File: config.mk
export PLATFORM = sky130hd
export DESIGN_NAME = line_draw_scheduler
export DESIGN_NICKNAME = d
export VERILOG_FILES = /design/src/rtl/line_draw_scheduler.sv
export SDC_FILE = /design/constraint.sdc
export NUM_CORES = 1
export LEC_CHECK = 0
export CORE_UTILIZATION = 55
export DETAILED_ROUTE_END_ITERATION = 10
export PLACE_DENSITY = 0.81
export SYNTH_ARGS = -nofsm -noshare
export SYNTH_HDL_FRONTEND = slang
export SYNTH_SLANG_ARGS = --single-unit
File: constraint.sdc
create_clock -name clk -period 6.55 [get_ports clk]
set_clock_uncertainty 0.1 [all_clocks]
set_input_delay 0.655 -clock clk [delete_from_list [all_inputs] [get_ports clk]]
set_output_delay 0.655 -clock clk [all_outputs]
set_load 0.02 [all_outputs]
File: src/rtl/line_draw_scheduler.sv
// Queues line commands, sequences them one at a time through an external line engine,
// and clips the engine's pixels into a ready/valid pixel write stream.
module line_draw_scheduler #(
    parameter int unsigned FIFO_DEPTH = 4,
    parameter int unsigned SCREEN_W   = 640,
    parameter int unsigned SCREEN_H   = 480
) (
    input  logic        clk,
    input  logic        reset,

    input  logic        cmd_valid,
    output logic        cmd_ready,
    input  logic [31:0] cmd_x0,
    input  logic [31:0] cmd_y0,
    input  logic [31:0] cmd_x1,
    input  logic [31:0] cmd_y1,
    input  logic [7:0]  cmd_color,

    output logic        bres_start,
    output logic [31:0] bres_x0,
    output logic [31:0] bres_y0,
    output logic [31:0] bres_x1,
    output logic [31:0] bres_y1,
    output logic        bres_enable,
    input  logic        bres_plot,
    input  logic [31:0] bres_x,
    input  logic [31:0] bres_y,
    input  logic        bres_done,

    output logic        pix_valid,
    input  logic        pix_ready,
    output logic [9:0]  pix_x,
    output logic [8:0]  pix_y,
    output logic [7:0]  pix_color,

    output logic        busy,
    output logic [15:0] lines_done
);

    localparam int unsigned PtrW = $clog2(FIFO_DEPTH);

    typedef struct packed {
        logic [31:0] x0;
        logic [31:0] y0;
        logic [31:0] x1;
        logic [31:0] y1;
        logic [7:0]  color;
    } cmd_t;

    typedef enum logic [1:0] {StIdle, StLoad, StDraw, StDrain} state_e;

    cmd_t            fifo_q [FIFO_DEPTH];
    logic [PtrW-1:0] wr_ptr_q, rd_ptr_q;
    logic [PtrW:0]   count_q;

    state_e          state_q, state_d;
    cmd_t            cur_q;

    logic            pix_valid_q;
    logic [9:0]      pix_x_q;
    logic [8:0]      pix_y_q;
    logic [7:0]      pix_color_q;
    logic [15:0]     lines_done_q;

    logic            fifo_empty, fifo_full;
    logic            push, pop;
    logic            line_end;
    logic            in_range, load_pix;
    cmd_t            cmd_in;

    assign fifo_empty = (count_q == '0);
    assign fifo_full  = (count_q == (PtrW+1)'(FIFO_DEPTH));
    assign cmd_ready  = ~fifo_full;
    assign push       = cmd_valid & ~fifo_full;

    assign cmd_in = '{x0: cmd_x0, y0: cmd_y0, x1: cmd_x1, y1: cmd_y1, color: cmd_color};

    always_comb begin
        state_d     = state_q;
        pop         = 1'b0;
        bres_start  = 1'b0;
        bres_enable = 1'b0;
        line_end    = 1'b0;
        unique case (state_q)
            StIdle: begin
                if (!fifo_empty) begin
                    pop     = 1'b1;
                    state_d = StLoad;
                end
            end
            StLoad: begin
                bres_start = 1'b1;
                state_d    = StDraw;
            end
            StDraw: begin
                // Engine may only step when the output register can take a new pixel.
                bres_enable = ~pix_valid_q | pix_ready;
                if (bres_enable && bres_done) begin
                    line_end = 1'b1;
                    state_d  = StDrain;
                end
            end
            StDrain: begin
                if (!pix_valid_q || pix_ready) begin
                    state_d = StIdle;
                end
            end
            default: state_d = StIdle;
        endcase
    end

    assign in_range = (bres_x < 32'(SCREEN_W)) && (bres_y < 32'(SCREEN_H));
    assign load_pix = bres_enable & bres_plot & in_range;

    always_ff @(posedge clk) begin
        if (reset) begin
            wr_ptr_q <= '0;
            rd_ptr_q <= '0;
            count_q  <= '0;
        end else begin
            if (push) wr_ptr_q <= wr_ptr_q + PtrW'(1);
            if (pop)  rd_ptr_q <= rd_ptr_q + PtrW'(1);
            if (push && !pop) begin
                count_q <= count_q + (PtrW+1)'(1);
            end else if (pop && !push) begin
                count_q <= count_q - (PtrW+1)'(1);
            end
        end
    end

    // Storage is qualified by the pointers, so it needs no reset.
    always_ff @(posedge clk) begin
        if (push) fifo_q[wr_ptr_q] <= cmd_in;
    end

    always_ff @(posedge clk) begin
        if (reset) begin
            state_q      <= StIdle;
            cur_q        <= '0;
            lines_done_q <= '0;
        end else begin
            state_q <= state_d;
            if (pop)      cur_q        <= fifo_q[rd_ptr_q];
            if (line_end) lines_done_q <= lines_done_q + 16'd1;
        end
    end

    always_ff @(posedge clk) begin
        if (reset) begin
            pix_valid_q <= 1'b0;
            pix_x_q     <= '0;
            pix_y_q     <= '0;
            pix_color_q <= '0;
        end else if (load_pix) begin
            pix_valid_q <= 1'b1;
            pix_x_q     <= bres_x[9:0];
            pix_y_q     <= bres_y[8:0];
            pix_color_q <= cur_q.color;
        end else if (pix_valid_q && pix_ready) begin
            pix_valid_q <= 1'b0;
        end
    end

    assign bres_x0    = cur_q.x0;
    assign bres_y0    = cur_q.y0;
    assign bres_x1    = cur_q.x1;
    assign bres_y1    = cur_q.y1;

    assign pix_valid  = pix_valid_q;
    assign pix_x      = pix_x_q;
    assign pix_y      = pix_y_q;
    assign pix_color  = pix_color_q;

    assign busy       = ~fifo_empty | (state_q != StIdle);
    assign lines_done = lines_done_q;

endmodule

# After elaboration in Yosys (flattened, before gate mapping)
# Memory sizes are Yosys's and may differ from the RTL's. A register that Yosys moved wholly into a read port is not among the register bits.
# Index checks and enable logic that the tools add are counted.
[totals]
register_bits = 53
latch_bits = 0
ram_bits = 544
mem_bits_ro = 0
inputBits = 206
out_inout_bits = 176
n_memories = 1
[mem_list]
columns = ["name", "depth", "width", "read_ports", "rd_ports_with_merged_regs", "wr", "line_no", "text"]
rows = [
  ["fifo_q", 4, 136, 1, 1, 1, "52", "cmd_t fifo_q [FIFO_DEPTH];"],
]
[op_classes]
addsub = 5
multipliers = 0
div = 0
magnitude_cmp = 2
n_eq_ne = 7
shifts = 0
muxes = 16
bitwise = 8
reduce_logical = 15
[ops]
columns = ["op", "count"]
rows = [
  ["< comparator 32 x 10 -> 1 bit (second input constant)", 1],
  ["< comparator 32 x 9 -> 1 bit (second input constant)", 1],
  ["adder 16 x 1 -> 16 bit (second input constant)", 1],
  ["2-to-1 mux 1 bit", 10],
  ["case mux 2 bit (4 select lines)", 1],
  ["2-to-1 mux 2 bit", 3],
  ["2-to-1 mux 3 bit", 2],
  ["inequality test 2 bit (second input constant)", 3],
  ["nonzero test 2 bit", 3],
  ["logical AND 1 bit", 5],
  ["adder 2 x 1 -> 2 bit (second input constant)", 2],
  ["== test 2 bit (second input constant)", 2],
  ["adder 3 x 1 -> 3 bit (second input constant)", 1],
  ["bitwise AND 1 bit", 3],
  ["== test 3 bit (second input constant)", 1],
  ["zero test 1 bit", 3],
  ["zero test 3 bit", 1],
  ["inverter 1 bit", 3],
  ["AND reduction 3 bit", 1],
  ["subtractor 3 x 1 -> 3 bit (second input constant)", 1],
  ["== test 2 x 1 -> 1 bit (second input constant)", 1],
  ["zero test 2 bit", 1],
  ["OR 1 bit", 2],
  ["logical OR 1 bit", 1],
]

# Depth between registers and ports, before layout
# Gate-level depths: netlist (run 1).
[logic_depth]
word_depth = 7
ltp_mapped = 12

# Worst setup path before layout (run 1)
# No wires, ideal clock.
[synth_path]
path_kind = "input-to-reg"
from = "input port cmd_valid"
to = "memory fifo_q[0][0] in the netlist's numbering, enable pin"
arrival_time_ns = 4.216
required_time_ns = 5.939
path_slack_ns = 1.722
path_stages = 2
path_buffers = 0
cell_sequence = "a21boi_1 and2_1"
[synth_between]
elab_chain_cells = 3
[synth_rtl]
columns = ["element", "line_no", "text"]
rows = [
  ["start: declaration", "11", "input logic cmd_valid,"],
  ["bitwise AND 1 bit", "74", "assign push = cmd_valid & ~fifo_full;"],
  ["2-to-1 mux 1 bit", "133", "if (push) fifo_q[wr_ptr_q] <= cmd_in;"],
  ["2-to-1 mux 1 bit (not written as such)", "133", ""],
  ["end: declaration", "52", ""],
]
# No other way between the ends.

# Worst setup path in the final report (run 1)
[layout_path]
from = "register state_q[0]"
to = "register, netlist name bres_y1[26]"
[layout_between]
elab_chain_cells = 2
[layout_rtl]
columns = ["element", "line_no", "text"]
rows = [
  ["start: declaration", "56", "state_e state_q, state_d;"],
  ["start signal: assignment", "138", "state_q <= StIdle;"],
  ["start signal: assignment", "142", "state_q <= state_d;"],
  ["zero test 2 bit", "84", "unique case (state_q)"],
  ["2-to-1 mux 1 bit", "84", ""],
]
# No other way between the ends.
# A chain may end at the register's enable or synchronous reset.

==> impl_metrics.py, run 1 <==
metrics = {
    "outcome": {
        "status": "finished, final reports clean",
    },
    "synthesis": {
        "synth.area.top_cells": "sky130_fd_sc_hd__edfxtp_1, sky130_fd_sc_hd__dfxtp_1, sky130_fd_sc_hd__mux4_2",
        "post_synthesis_register_bit_count": 733,
        "leading_register_cell_type_out_of_synthesis": "sky130_fd_sc_hd__edfxtp_1",
        "synth.cell_area_um2": 27900,
        "asyncSetResetFlopFracSynth_pct": 0,
        "ys.warnings.count": 0,
        "avgSynthCellArea_um2": 16.3,
        "synth_cell_type_count": 47,
        "share_of_the_synthesized_area_in_the_top_cell_type_pct": 58.5,
        "postSynthCellCount": 1716,
        "syn-num-nets": 1933,
        "synth-edff-count": 544,
        "synth.largest_area_cell": "sky130_fd_sc_hd__edfxtp_1",
        "synth-seq-area-share_pct": 72.0,
    },
    "floorplan": {
        "core_region_area_um2": 50200,
        "initial_core_util_pct": 55.7,
        "floorplan.die.height_um": 227,
        "core.rowCount": 82,
        "die_boundary_width_um": 227,
        "pin_count": 382,
        "die_area_um2": 51700,
    },
    "sta": {
        "rsz_0062_raised_after_global_routing": "no",
        "period_share_pct": 51.5,
        "drv_slew": 0,
        "setup_viol": 0,
        "final-hold-violation-count": 0,
        "worst_hold_slack_ps": 350,
        "finalSetupTns_ps": 0,
        "worst-slew-pin-transition_ps": 1020,
        "fin_crit_ps": 3380,
        "achievable-frequency_ghz": 0.296,
        "relSlewSlack_pct": 32.0,
    },
    "setup_path": {
        "r2r_setup_slack_ps": 3170,
        "path_max_fanout": 83,
        "critical_path_required_ps": 6940,
        "setup.worst_path.end_class": "register",
        "crit_path_start_kind": "register",
        "ff2ff_path_depth": 8,
        "timing_worst_setup_path_type": "register to register",
        "timing.rr.end": "bres_y1[26]",
        "worst_ep_arrival_time_ps": 3770,
        "worst_r2r_startpoint": "state_q[0]",
    },
    "global_routing": {
        "grt_start_max_net_pins": 89,
        "grt_use_total_pct": 23.2,
        "initial_antenna_violation_count": 15,
        "global_route.overflow_total": 0,
        "grt_first_pass_wirelength_mm": 89.1,
        "first_global_vias": 15700,
    },
    "cts": {
        "post_cts_resized": 0,
        "cts_root_buf": "sky130_fd_sc_hd__clkbuf_16",
        "ctsHtreeMaxLevel": 3,
        "post-cts-setup-buffer-count": 0,
        "worst_skew_pair.late_latency_ps": 590,
        "clock_sinks": 733,
        "cts_tree": "built",
        "cts-hold-fix-buffers": 0,
        "cts_inserted_buffers": 73,
        "clock_transition_at_the_registers_of_the_reported_paths_ps": 60,
        "maximum_clock_insertion_buffer_count": 3,
    },
    "placement": {
        "total_cell_area_at_the_placement_stage_um2": 31400,
        "placement.io_buffers": 381,
        "dp_hpwl_mm": 35.1,
        "place_congestion": 0.732,
    },
    "routing": {
        "detail_route.first_pass.iterations": 5,
        "met1Wirelength_mm": 23.6,
        "finalWirelength_mm": 59.3,
        "route.vias.total": 15000,
        "top_layer_reached_by_signal_wires": "met5",
        "drt_drc_violations_left": 0,
        "route.detailed.wl_per_inst_um": 21.9,
        "ant_nets": 0,
        "wl_met2_mm": 29.3,
        "routed-wl-met3_mm": 4.73,
        "initial_detailed_routing_violation_count": 1096,
        "detail_route.vias_per_cell": 5.57,
    },
    "job": {
        "max-cap-violations": 0,
    },
    "pwr": {
        "power.density_cell_area_nw_per_um2": 407,
        "leakage_dissipation_nw": 10.9,
        "ir_drop_mv": 0.274,
    },
    "cells_and_area": {
        "stdcell_area_um2": 33700,
        "layout.nets": 2185,
        "num-fill-cells": 3311,
        "layout-drive-gt1-share_pct": 14.4,
        "area.growth.synth_to_final_pct": 20.6,
    },
    "min_path": {
        "timing.hold.worst.start": "cur_q[5]",
        "worst_hold_endpoint": "cur_q[5]",
        "hold-path-cell-count": 2,
        "hold_class": "register to register",
    },
}
-- worst max-delay path, cell delays in order, from the launching register on --
cell and delay, ps:
sky130_fd_sc_hd__dfxtp_1 390, sky130_fd_sc_hd__inv_1 90, sky130_fd_sc_hd__ha_1 240, sky130_fd_sc_hd__o31a_2 120, sky130_fd_sc_hd__buf_4 360, sky130_fd_sc_hd__inv_4 570
sky130_fd_sc_hd__buf_4 920, sky130_fd_sc_hd__nand2_1 120, sky130_fd_sc_hd__a21oi_1 260
-- through the flow --
stage | cells | power [mW] | util [%] | setup slack [ps]
finish | 2704 | 13.7 | 67.2 | 3170
global route | 2702 | 14.3 | 67.1 | 2900
CTS | 2700 | 13.9 | 67.1 | 3090
detailed placement | 2565 | 9.85 | 62.6 | 2840
global placement | 2565 | 9.75 | 62.6 | 2900
floorplan | 1716 | 8.81 | - | 1720
-- Yosys cell counts (2+ instances only) --
cell                         n
sky130_fd_sc_hd__buf_12      2
sky130_fd_sc_hd__a21oi_1   147
sky130_fd_sc_hd__o21ai_0     4
sky130_fd_sc_hd__nor4_1     11
sky130_fd_sc_hd__buf_1      18
sky130_fd_sc_hd__ha_1       10
sky130_fd_sc_hd__or2b_2     18
sky130_fd_sc_hd__nor2_1     16
sky130_fd_sc_hd__o31ai_1     6
sky130_fd_sc_hd__nand4_1     8
sky130_fd_sc_hd__buf_2      16
sky130_fd_sc_hd__clkbuf_1   40
sky130_fd_sc_hd__buf_4     140
sky130_fd_sc_hd__or4_1       6
sky130_fd_sc_hd__mux2i_1    30
sky130_fd_sc_hd__nand3_1     6
sky130_fd_sc_hd__inv_1       8
sky130_fd_sc_hd__mux2_2      4
sky130_fd_sc_hd__dfxtp_1   189
sky130_fd_sc_hd__mux4_2    136
sky130_fd_sc_hd__nand2_1   278
sky130_fd_sc_hd__xnor2_1     2
sky130_fd_sc_hd__buf_6       2
sky130_fd_sc_hd__nand2b_1   35
sky130_fd_sc_hd__xor2_1      6
sky130_fd_sc_hd__nor2b_1     5
sky130_fd_sc_hd__edfxtp_1  544
sky130_fd_sc_hd__or3_1       3
sky130_fd_sc_hd__and2_1      5
sky130_fd_sc_hd__nor4_2      4
-- placed cells by master, fill, tap and decap left out, drive strengths merged, types with 9 or more instances in the layout --
cell / n
nand2: 278
nor2: 16
buf: 15
clkbuf: 110
ha: 10
inv: 11
nand2b: 36
dfxtp: 189
nor4: 15
mux2i: 30
clkdlybuf4s50: 380
clkinv: 17
edfxtp: 544
or2b: 19
mux4: 136
nand4: 9
a21oi: 147
-- where the power goes --
group / switching, mW / leakage [nW] / internal [mW]
registers: 0.377 / 6.53 / 5.72
logic: 2.06 / 3.24 / 1.57
clock network: 1.67 / 1.12 / 2.31
total: 4.10 / 10.9 / 9.61
-- layer usage --
metal | vias to the layer above | global-route usage (%)
met5 | - | 0
met4 | 24 | 8.40
met3 | 119 | 6.39
met2 | 545 | 38.6
met1 | 7583 | 29.4
li1 | 6777 | -
-- cells by family (layout without fill, tap and decap cells) --
kind of cell             Yosys count  in the layout  synth area share [%]
flip-flops                       733            733                  72.0
XOR/XNOR                           8              8                 0.251
adder cells (fa/ha/maj)           11             11                 0.519
AO/OA/AOI/OAI                    163            163                  3.05
multiplexers                     170            170                  12.2
other                              0              4                     0
AND/OR/NAND/NOR                  405            405                  6.82
buffers and inverters            226            538                  5.16
-- registers in the layout, indices dropped and copies added, names as in the netlist --
signal,cells
bres_x0,32
bres_x1,32
bres_y0,32
bres_y1,32
count_q,3
cur_q,8
fifo_q,544
lines_done,16
pix_color,8
pix_valid,1
pix_x,10
pix_y,9
rd_ptr_q,2
state_q,2
wr_ptr_q,2
-- worst max-delay path by stage --
stage               startpoint       endpoint  slack (ps)
CTS                 state_q[0]    bres_y1[22]        3090
finish              state_q[0]    bres_y1[26]        3170
global route        state_q[0]     count_q[2]        2900
floorplan            cmd_valid   fifo_q[0][0]        1720
global placement     cmd_valid  fifo_q[1][34]        2900
detailed placement   cmd_valid  fifo_q[0][34]        2840
-- final cells by class --
class	instances	area (µm²)	share of cell area, %
Antenna cell	4	10.0	0.0297
Clock inverter	25	188	0.557
Sequential cell	733	20100	59.7
Tap cell	672	841	2.50
Timing Repair Buffer	395	3980	11.8
Multi-Input combinational cell	757	6400	19.0
Clock buffer	110	2110	6.26
Inverter	8	32.5	0.0966
No activity file was read; power rests on OpenSTA's default activity.
==> run 2: changes to the inputs <==
clock period = 3.3 ns   (was 6.55 ns; I/O delays follow)
==> run 2 against run 1 <==
Compared with the run above:
- critical path depth is 4 lower
- via count is 0.51% higher
- non-clock buffer count is 8 higher
- combinational power is 100% higher
- core utilization is 0.68 points higher
- global-route usage is 0.10 points higher
- die area stayed put
- clock power is 110% higher
- critical path type is now register to output pin
- critical endpoint is now bres_enable
- largest cell class unchanged
- highest routed layer unchanged
==> impl_metrics.py, run 2 (synthesis gave the netlist of run 1 again) <==
metrics = {
    "outcome": {
        "status": "finished, final reports clean",
    },
    "global_routing": {
        "first_global_vias": 15500,
        "grt_start_max_net_pins": 139,
        "grt_first_pass_wirelength_mm": 89.2,
        "grt_use_total_pct": 23.3,
        "global_route.overflow_total": 0,
        "initial_antenna_violation_count": 12,
    },
    "setup_path": {
        "timing.critical_path.slowest_stage_cell": "sky130_fd_sc_hd__clkdlybuf4s50_1",
        "timing.critical_path.slowest_cell_delay_ps": 590,
        "ff2ff_path_depth": 10,
        "crit_path_start_kind": "register",
        "setup.worst_path.end_class": "output pin",
        "path_max_fanout": 8,
        "worst_ep_arrival_time_ps": 2140,
        "cp_cell_sequence": "inv_1 > ha_1 > and2_1 > clkdlybuf4s50_1",
        "timing_worst_setup_path_type": "register to output pin",
        "crit_cells": 4,
        "critical_path_required_ps": 2870,
        "worst_path_buffer_plus_inverter_count": 2,
        "crit_family": "buffers and inverters",
    },
    "sta": {
        "fin_crit_ps": 2570,
        "period_share_pct": 77.8,
        "worst-slew-pin-transition_ps": 832,
        "relSlewSlack_pct": 44.5,
        "worst_hold_slack_ps": 182,
        "rsz_0062_raised_after_global_routing": "no",
        "final-hold-violation-count": 0,
        "drv_slew": 0,
        "setup_viol": 0,
        "achievable-frequency_ghz": 0.389,
        "finalSetupTns_ps": 0,
    },
    "floorplan": {
        "die_area_um2": 51700,
        "pin_count": 382,
        "core.rowCount": 82,
        "core_region_area_um2": 50200,
        "floorplan.die.height_um": 227,
        "die_boundary_width_um": 227,
        "initial_core_util_pct": 55.7,
    },
    "pwr": {
        "power.switching_mw": 8.18,
        "p_comb_share_pct": 26.5,
        "switching_share_pct": 29.6,
        "leakage_dissipation_nw": 11.0,
        "power.density_cell_area_nw_per_um2": 813,
        "ir_drop_mv": 0.773,
        "pwr-share-clk_pct": 29.7,
        "sequential_group_share_of_total_power_pct": 43.8,
        "p_int_mw": 19.5,
    },
    "cells_and_area": {
        "final_cell_count_no_fill": 2711,
        "top_register": "fifo_q",
        "final_cell_mix": "sky130_fd_sc_hd__edfxtp_1, sky130_fd_sc_hd__clkdlybuf4s50_1, sky130_fd_sc_hd__nand2_1, sky130_fd_sc_hd__dfxtp_1, sky130_fd_sc_hd__a21oi_1",
        "stdcell_area_um2": 34000,
        "area.growth.synth_to_final_pct": 21.8,
        "mostFrequentLayoutCell": "sky130_fd_sc_hd__edfxtp_1",
        "layout.nets": 2194,
        "largest_register_ff_count": 544,
        "layout-drive-gt1-share_pct": 15.1,
        "num-fill-cells": 3244,
    },
    "placement": {
        "dp_hpwl_mm": 35.9,
        "total_cell_area_at_the_placement_stage_um2": 31600,
        "placed_cells": 2573,
        "placement.io_buffers": 381,
        "place_congestion": 0.755,
    },
    "job": {
        "max-cap-violations": 0,
    },
    "cts": {
        "maximum_clock_insertion_buffer_count": 3,
        "cts_inserted_buffers": 74,
        "post_cts_resized": 0,
        "post-cts-setup-buffer-count": 0,
        "cts_root_buf": "sky130_fd_sc_hd__clkbuf_16",
        "clock_sinks": 733,
        "clock_transition_at_the_registers_of_the_reported_paths_ps": 60,
        "worst_skew_pair.late_latency_ps": 600,
        "ctsHtreeMaxLevel": 3,
        "cts_tree": "built",
        "cts-hold-fix-buffers": 0,
    },
    "min_path": {
        "hold_class": "input pin to register",
        "hold-path-cell-count": 2,
    },
    "routing": {
        "route.vias.total": 15100,
        "route.detailed.wl_per_inst_um": 22.2,
        "ant_nets": 0,
        "initial_detailed_routing_violation_count": 1102,
        "drt_drc_violations_left": 0,
        "detail_route.vias_per_cell": 5.58,
        "finalWirelength_mm": 60.2,
        "detail_route.first_pass.iterations": 5,
    },
}
## run 2: final timing paths
check,from,endpoint,slack (ps)
worst max-delay path,state_q[0],bres_enable,730
worst max register to register,state_q[0],count_q[2],970
worst min register to register,bres_y1[26],bres_y1[26],350
worst min-delay path,reset,rd_ptr_q[0],180
## run 2: final cells by class
class | count | area [µm²] | area share, %
Sequential cell | 733 | 20100 | 59.1
Clock buffer | 111 | 2170 | 6.39
Antenna cell | 3 | 7.51 | 0.0221
Clock inverter | 24 | 240 | 0.706
Timing Repair Buffer | 403 | 4210 | 12.4
Inverter | 8 | 35.0 | 0.103
Multi-Input combinational cell | 757 | 6400 | 18.8
Tap cell | 672 | 841 | 2.47
## run 2: worst register-to-register path, stage by stage (launching register included)
cell                      delay, ps
sky130_fd_sc_hd__dfxtp_1        370
sky130_fd_sc_hd__inv_1           80
sky130_fd_sc_hd__ha_1           240
sky130_fd_sc_hd__o31a_2         170
sky130_fd_sc_hd__inv_6           80
sky130_fd_sc_hd__ha_1           180
sky130_fd_sc_hd__inv_1           60
sky130_fd_sc_hd__fa_1           370
sky130_fd_sc_hd__xor2_1         160
sky130_fd_sc_hd__or3_1          320
sky130_fd_sc_hd__a21oi_1        140
## run 2: routing by layer
metal	vias to the layer above	GRT usage (%)	part of all wire [%]
li1	6798	-	-
met1	7616	28.0	38
met2	557	40.1	51
met3	134	6.66	8.0
met4	20	8.62	3.2
met5	-	0	0.22
## run 2: power by group through the flow
| stage | sequential (mW) | clock, mW | combinational [mW] |
|---|---|---|---|
| 3_3_place_gp | 12.2 | 0 | 7.28 |
| 6_report | 12.1 | 8.22 | 7.33 |
| 3_5_place_dp | 12.3 | 0 | 7.41 |
| 5_1_grt | 12.2 | 8.73 | 7.90 |
| 2_1_floorplan | 11.9 | 0 | 5.50 |
| 4_1_cts | 12.1 | 8.40 | 7.46 |
## run 2: through the flow
stage | util [%] | power [mW] | setup slack (ps)
6_report | 67.8 | 27.7 | 732
5_1_grt | 67.8 | 28.9 | 606
4_1_cts | 67.8 | 28.0 | 686
3_5_place_dp | 63.0 | 19.7 | 595
3_3_place_gp | 63.0 | 19.5 | 662
2_1_floorplan | - | 17.4 | 145
==> edit, RTL diff (flow settings as in run 2) <==
`FIFO_DEPTH`: 4 -> 8.
--- a/src/rtl/line_draw_scheduler.sv
+++ b/src/rtl/line_draw_scheduler.sv
@@ -1,7 +1,7 @@
 // Queues line commands, sequences them one at a time through an external line engine,
 // and clips the engine's pixels into a ready/valid pixel write stream.
 module line_draw_scheduler #(
-    parameter int unsigned FIFO_DEPTH = 4,
+    parameter int unsigned FIFO_DEPTH = 8,
     parameter int unsigned SCREEN_W   = 640,
     parameter int unsigned SCREEN_H   = 480
 ) (
Behaviour: same outputs for any inputs over 4 cycles, from zero or initial values and one cycle with reset high; that may be too few to reach the edited logic, so the function may still have changed.
==> edit against run 2 <==
  * Hold slack worse by 96 ps
  * Power grew 68%
  * Synthesized area rose by 74%
  * Maximum frequency down 12%
  * Cell area up 70%
  * Worst setup slack got worse by 360 ps
  * Largest cell class unchanged
  * Wire length increased by 74%
  * Sequential cell count grew 547
  * Highest routed layer unchanged
  * Die area grew 74%
==> edit: results (changes against run 2) <==
Run status
  – Status: finished clean

Drt
  – Metal3 WL: 7.725 mm (+60%)
  – Met2 wire len: 53.66 mm (+75%)
  – Avg Vias per Cell: 5.978 (+7.2%)
  – Met1 WL: 40.03 mm (+77%)

Logic synthesis
  – Synth Area in XOR/XNOR: 0.001618 (-0.0008893)
  – EDFF count, synth: 1088 (+100%)
  – Area contributors post-synth: edfxtp_1 (67%), mux4_2 (13%), dfxtp_1 (7.9%)
  – Synth unique cells: 39 (-17%)
  – Mean Syn Cell Area: 19.73 um^2 (+21%)
  – Post-synthesis sequential area ratio: 0.7497 (+0.02963)
  – Compound-Gate Fraction of Synth Area: 0.02528 (-0.005173)
  – Post-Synth Adder-Cell Area: 0.002980 (-0.002215)

Timing
  – Hold slack: 85.97 ps (-95.76 ps)

Clock tree
  – Insertion delay to the later sink of the worst-skew pair: 720 ps (+120 ps)

GRT
  – Gr usage total: 0.2376 (+0.004335)
  – Largest net degree at the start of global routing: 174 (+25%)
  – M1 GR Usage: 0.2960 (+0.01600)
  – Global Route met3 Usage: 0.05385 (-0.01275)
  – Met2 track demand over resource: 0.4028 (+0.002066)
  – First-pass GRT wire length: 157.4 mm (+76%)

Cells and area
  – Nets@finish: 2983 (+36%)
  – Max reg flops: 1088 (+100%)

Setup path
  – CP arrival: 3440 ps (+1300 ps)
  – Crit Path Max Fanout: 7 (-1)
  – Crit-path leading delay family: simple AND/OR/NAND/NOR gates
  – Slowest-stage cell, CP: or4b_4
  – Reg2reg end: count_q[3]$_SDFFE_PP0P_

Power
  – Seq. pwr: 20.1 mW (+66%)
  – Peak supply drop: 0.0008834 V (+14%)

Worst hold path
  – WHS Path Cells: 3 (+1)
edit: cell types whose count changed in the layout (fill, tap and decap cells not counted), moves of 18 or more:
cell	change
nand2_1	-267
a21oi_1	-128
mux4_2	+136
nor2_1	+136
clkbuf_16	+57
a211oi_1	+135
or2b_2	-18
mux2i_1	+136
edfxtp_1	+544
nand2b_1	+22
edit: cell type report:
class                           instances  area (um^2)
Sequential cell                      1280        36530
Fill cell                            5491        29460
Multi-Input combinational cell        914        10720
Timing Repair Buffer                  433         4631
Clock buffer                          170         3567
Tap cell                             1155         1445
Clock inverter                         70        870.8
Antenna cell                           16        40.04
Inverter                                7        26.28
edit: metrics by stage:
stage                     cell area [um^2]  TNS [ps]  setup WS [ps]
after global routing                 57820         0          268.5
after floorplan                      48830  -1515100          -2338
final                                57830         0          373.4
after global placement               53350         0          387.8
after CTS                            57790         0          385.8
after detailed placement             53350         0          381.4
